## src/rtl/alu_exec_seq.sv

```systemverilog
// Sequencer around the combinational alu: accepts commands, drives alu inputs from
// registers, iterates into an accumulator and returns the result. Option: ALU_EXEC_ZFLAG_EN.
module alu_exec_seq #(
    parameter int size  = 8,
    parameter int CNT_W = 4
) (
    input  logic             clk,
    input  logic             rst_n,
    input  logic             cmd_valid,
    output logic             cmd_ready,
    input  logic [5:0]       cmd_sel,
    input  logic [size-1:0]  cmd_b,
    input  logic             cmd_cin,
    input  logic [CNT_W-1:0] cmd_cnt,
    input  logic             cmd_load,
    output logic [size-1:0]  alu_a,
    output logic [size-1:0]  alu_b,
    output logic             alu_cin,
    output logic [5:0]       alu_sel,
    input  logic [size-1:0]  alu_y,
    output logic             res_valid,
    input  logic             res_ready,
    output logic [size-1:0]  res_data,
    output logic             res_err,
`ifdef ALU_EXEC_ZFLAG_EN
    output logic             res_zero,
`endif
    output logic             busy
);

    typedef enum logic [1:0] {IDLE, EXEC, DONE} state_t;

    state_t           state_q, state_d;
    logic [size-1:0]  acc_q, acc_d;
    logic [size-1:0]  b_q, b_d;
    logic [5:0]       sel_q, sel_d;
    logic             cin_q, cin_d;
    logic [CNT_W-1:0] cnt_q, cnt_d;
    logic             err_q, err_d;
`ifdef ALU_EXEC_ZFLAG_EN
    logic             zero_q, zero_d;
`endif

    always_comb begin
        // NOTE: every register defaults to its held value first, so no path infers a latch.
        state_d = state_q;
        acc_d   = acc_q;
        b_d     = b_q;
        sel_d   = sel_q;
        cin_d   = cin_q;
        cnt_d   = cnt_q;
        err_d   = err_q;
`ifdef ALU_EXEC_ZFLAG_EN
        zero_d  = zero_q;
`endif
        case (state_q)
            IDLE: begin
                if (cmd_valid) begin
                    if (cmd_load) begin
                        acc_d   = cmd_b;
                        err_d   = 1'b0;
                        state_d = DONE;
`ifdef ALU_EXEC_ZFLAG_EN
                        zero_d  = (cmd_b == '0);
`endif
                    end else if (cmd_sel[5:4] == 2'b01) begin
                        // Illegal shift code: report it without touching the accumulator.
                        err_d   = 1'b1;
                        state_d = DONE;
`ifdef ALU_EXEC_ZFLAG_EN
                        zero_d  = 1'b0;
`endif
                    end else begin
                        sel_d   = cmd_sel;
                        b_d     = cmd_b;
                        cin_d   = cmd_cin;
                        cnt_d   = cmd_cnt;
                        err_d   = 1'b0;
                        state_d = EXEC;
                    end
                end
            end
            EXEC: begin
                acc_d = alu_y;
                if (cnt_q == '0) begin
                    state_d = DONE;
`ifdef ALU_EXEC_ZFLAG_EN
                    zero_d  = (alu_y == '0);
`endif
                end else begin
                    cnt_d = cnt_q - CNT_W'(1);
                end
            end
            DONE: begin
                if (res_ready) state_d = IDLE;
            end
            default: state_d = IDLE;
        endcase
    end

    always_ff @(posedge clk or negedge rst_n) begin
        if (!rst_n) begin
            state_q <= IDLE;
            acc_q   <= '0;
            b_q     <= '0;
            sel_q   <= '0;
            cin_q   <= 1'b0;
            cnt_q   <= '0;
            err_q   <= 1'b0;
`ifdef ALU_EXEC_ZFLAG_EN
            zero_q  <= 1'b0;
`endif
        end else begin
            // NOTE: non-blocking so every flop samples the pre-edge values of the others.
            state_q <= state_d;
            acc_q   <= acc_d;
            b_q     <= b_d;
            sel_q   <= sel_d;
            cin_q   <= cin_d;
            cnt_q   <= cnt_d;
            err_q   <= err_d;
`ifdef ALU_EXEC_ZFLAG_EN
            zero_q  <= zero_d;
`endif
        end
    end

    assign cmd_ready = (state_q == IDLE);
    assign busy      = (state_q != IDLE);
    assign res_valid = (state_q == DONE);
    assign res_data  = acc_q;
    assign res_err   = err_q;
    assign alu_a     = acc_q;
    assign alu_b     = b_q;
    assign alu_cin   = cin_q;
    assign alu_sel   = sel_q;
`ifdef ALU_EXEC_ZFLAG_EN
    assign res_zero  = zero_q;
`endif

endmodule

```

## config.mk

```make
export PLATFORM = sky130hd
export DESIGN_NAME = alu_exec_seq
export DESIGN_NICKNAME = d
export VERILOG_FILES = /design/src/rtl/alu_exec_seq.sv
export SDC_FILE = /design/constraint.sdc
export NUM_CORES = 1
export LEC_CHECK = 0
export CELL_PAD_IN_SITES_DETAIL_PLACEMENT = 1
export CELL_PAD_IN_SITES_GLOBAL_PLACEMENT = 2
export CORE_ASPECT_RATIO = 1.2
export CORE_UTILIZATION = 34
export DETAILED_ROUTE_END_ITERATION = 10
export DONT_BUFFER_PORTS = 1
export GPL_ROUTABILITY_DRIVEN = 0
export GPL_TIMING_DRIVEN = 0
export PLACE_DENSITY_LB_ADDON = 0.1
export SETUP_SLACK_MARGIN = 0.5
export SKIP_LAST_GASP = 1
export SLEW_MARGIN = 20
export SYNTH_ARGS = -nofsm -noshare
export SYNTH_HDL_FRONTEND = slang
export SYNTH_SLANG_ARGS = --single-unit
```

## constraint.sdc

```tcl
create_clock -name clk -period 2.6 [get_ports clk]
set_input_delay 0.78 -clock clk [delete_from_list [all_inputs] [get_ports clk]]
set_output_delay 0.78 -clock clk [all_outputs]
set_load 0.03 [all_outputs]
```

## Word level (Yosys, flattened, before mapping)

Cells that the tools add are included.

| storage, ports and cells | value |
|---|---|
| register bits | 30 |
| logic and storage cells | 45 |

| cells by class | value |
|---|---|
| $add $sub $neg | 1 |
| eq/ne operators | 10 |
| mux-type cells | 16 |
| bitwise gates (word level) | 2 |
| reductions and logical operators | 9 |

Operators with widths:

| kind | number |
|---|---|
| 2-to-1 mux 4 bit | 4 |
| 2-to-1 mux 8 bit | 2 |
| case mux 8 bit (2 select lines) | 1 |
| 2-to-1 mux 2 bit | 5 |
| != test 2 bit (second input constant) | 5 |
| case mux 4 bit (2 select lines) | 1 |
| case mux 2 bit (3 select lines) | 1 |
| AND reduction 3 bit | 2 |
| AND reduction 5 bit | 1 |
| == test 2 x 1 -> 1 bit (second input constant) | 2 |
| zero test 4 bit | 1 |
| != test 2 x 1 -> 1 bit (second input constant) | 2 |
| AND reduction 4 bit | 1 |
| nonzero test 2 bit | 2 |
| subtractor 4 x 1 -> 4 bit (second input constant) | 1 |
| == test 2 bit (second input constant) | 1 |
| zero test 2 bit | 1 |
| 2-to-1 mux 1 bit | 2 |
| inverter 1 bit | 2 |
| AND reduction 2 bit | 1 |

## Longest topological paths before layout

| logic depth | value |
|---|---|
| word-level depth | 5 |
| depth in mapped cells | 6 |

## Least setup slack after synthesis

No wires, ideal clock.

| path | value |
|---|---|
| path kind | input port to flip-flop |
| start | in cmd_valid |
| end | reg b_q[0], in the netlist alu_b[0] |
| data arrival time | 2,001 ps |
| required time | 2,475 ps |
| path slack | 474 ps |
| stages on the path | 4 |
| buffers on the path | 1 |
| cell sequence | or3b_4 > or3_4 > buf_6 > mux2_4 |

| between the ends | value |
|---|---|
| cells in the longest elaborated chain, start to end | 1 |

RTL lines:

| element | line | source |
|---|---|---|
| from (decl) | 9 | `input logic cmd_valid,` |
| AND reduction 4 bit (no line) | -- |  |
| to (signal assigned) | 105 | `b_q <= '0;` |
| to (signal assigned) | 117 | `b_q <= b_d;` |
| to (decl) | 35 | `logic [size-1:0] b_q, b_d;` |

No other way between the ends.
A chain may end at the register's enable or synchronous reset.

## Worst setup path after layout

| path | value |
|---|---|
| start | reg state_q[1] |
| end | out res_valid |

| between the ends | value |
|---|---|
| cells in the longest elaborated chain, start to end | 1 |

RTL lines:

| element | line | source |
|---|---|---|
| from (decl) | 33 | `state_t state_q, state_d;` |
| from (signal assigned) | 115 | `state_q <= state_d;` |
| == test 2 bit | 130 | `assign res_valid = (state_q == DONE);` |
| to (decl) | 21 | `output logic res_valid,` |

No other way between the ends.

==> metrics <==
EDFF count, synth=0; asr flop ratio synth=1.00; Fin. Hold Viols=0; top_reg_cell synth=dfrtp_1; GRT Total Usage=0.161; met3 wire length=298 um; Slew headroom=0.546; Crit Path Max Fanout=5; die footprint=around 0.0045 sq mm; DRT iter0 DRCs=11; FMAX=~0.50 GHz; Met2 Wirelength=approximately 1.7 mm; # DRC=0; Worst EP arrival=approximately 1.2 ns; R2R Path Start=state_q[0]; post-synthesis sequential area ratio=0.516; R2R Path End=alu_b[3]; htree depth=2; Worst setup SP type=flop; WL met1=around 1.2 mm; share of cells above drive strength 1=0.300; Setup Skew=0.00479 ns; core area=about 0.0040 sq mm; DIE HEIGHT=about 74 um; Initial Utilization=0.363; synthesized area per cell=11.9 sq um; top cells by area, synth=dfrtp_1 (52%), mux2_4 (9.3%), mux2i_1 (5.5%), mux2_2 (4.6%), buf_4 (4.1%); LEAKAGE=between 0.0007 and 0.0008 uW; R2R cell count=4; WS Path Type=flop to output pin; largest net degree at the start of global routing=31; setup_tns=0 ns; synthesized area=between 0.001 and 0.0015 sq mm; Worst Setup EP=res_valid; unrepaired setup endpoints after global routing=false; reg2reg setup slack=around 0.7 ns; highest metal used=met4; final antenna-violating net count=0; nets@finish=162; I/O Buffers=0; number of global-route vias before repair=between 1000 and 1500; wirelength, routed=between 3 and 4 mm; Worst Tran Pin Value=about 0.68 ns; Synth warnings=0; Final min period=between 2 and 2.5 ns; pre-CTS setup slack=~0.42 ns; final slew viol count=0; area grow syn2layout=11.1%; leading area contributor after synthesis=dfrtp_1; worst vdd ir=578 uV; worst setup margin=0.588 ns; hpwl dp=approximately 2.4 mm; Pwr Density=between 1500 and 2000 mW/mm^2; # diodes=0; Rows=25; first-pass GRT wire length=slightly above 5 mm; vias per inst=around 5.1; CTS root buf=clkbuf_8; clk slew on worst S/H paths=approximately 0.06 ns; Yosys reg bits=30; synthesized netlist cell count=about 120; Syn Nets=about 160; grt total ovfl=0; Synth top area share=0.516; Clock Latency Late Sink=0.28 ns; setup violators final=0; CTS tree=built; Req. time, crit path=about 1.8 ns; max cap viols=0; Final period util=0.774; clk sink count=30; I/O pin cnt=67; Via Count=935; Distinct cells, synth=32; Hold Path Class=primary input to async pin; Post-synth top cells=dfrtp_1 (30), nand2_1 (12), mux2_4 (9), o21ai_0 (9); crit path from=state_q[1]; Hold Buf Count CTS=0; Horiz. Die Dim=a little over 60 um; first drt pass iteration count=4; CTS Buf Count=5; initial antenna violation count=0; Clock Tree Buf Depth=2; routed length per instance=17.7 um; run status=finished clean; count leader, synth=dfrtp_1; Setup crit end kind=output pin
worst min-delay path by stage:
stage	startpoint	to	slack, ns
after floorplan	rst_n	alu_a[0]	0.48
after global placement	rst_n	alu_a[6]	0.49
after detailed placement	rst_n	alu_b[4]	0.49
after CTS	rst_n	alu_a[6]	0.18
after global routing	rst_n	alu_b[4]	0.17
final	rst_n	alu_a[0]	0.19
per-stage QoR:
stage,hold WS [ns],cell area [sq um],cells,util,power (uW)
final,0.190,1620,184,0.403,2540
after global routing,0.170,1620,184,0.403,2710
after CTS,0.177,1620,184,0.403,2580
after detailed placement,0.485,1520,176,0.380,2170
after global placement,0.485,1520,176,0.380,2140
after floorplan,0.484,1450,122,-,2000
registers in the layout, indices dropped and copies added, names as in the netlist:
name / flops
alu_sel: 6
alu_b: 8
cnt_q: 4
alu_a: 8
res_err: 1
alu_cin: 1
state_q: 2
per-layer routing:
layer,global-route usage,vias up
li1,-,433
met1,0.176,450
met2,0.265,46
met3,0.0616,6
met4,0.0815,0
met5,0,-
layout by cell type, fill, tap and decap left out, types with 2 or more instances in the layout:
master    count
mux2i_1       8
dfrtp_1      30
a21oi_1       6
buf_4         8
nor2b_1       2
nor2_1        6
o21ai_0       9
clkbuf_8      6
inv_1         4
nand2_1      12
clkbuf_1      2
mux2_2        6
mux2_4        9
what timing repair did:
item | in CTS | in global routing
setup endpoints to repair | 1 | 0
buffers inserted | 0 | 0
resized for setup | 2 | 0
report_power, final:
group	switching [uW]	total, uW	internal [uW]	leakage [uW]
Sequential	566	1260	694	0.000360
Combinational	491	893	402	0.000320
Clock	171	384	213	0.0000482
Total	1230	2540	1310	0.000728
critical path, stage by stage (launching register included):
cell	delay, ns
dfrtp_1	0.41
inv_1	0.11
nor2_1	0.44
final cells by class:
| cell class | instances | area [sq um] |
|---|---|---|
| plain buffers | 11 | 80.1 |
| clock buffers | 7 | 86.3 |
| clock inverters | 1 | 5.00 |
| fillers | 458 | 2390 |
| inverters | 5 | 18.8 |
| multi-input cells | 76 | 607 |
| flip-flops and latches | 30 | 751 |
| well taps | 54 | 67.6 |
cell families after synthesis:
| kind of cell | count (synthesis) | share of synthesized area |
|---|---|---|
| muxes | 23 | 0.194 |
| AOI/OAI and AO/OA | 23 | 0.110 |
| adders and majority gates | 1 | 0.00860 |
| DFF | 30 | 0.516 |
| buffers and inverters | 16 | 0.0680 |
| and+or+nand+nor | 29 | 0.102 |
(Power assumes the default switching activity.)
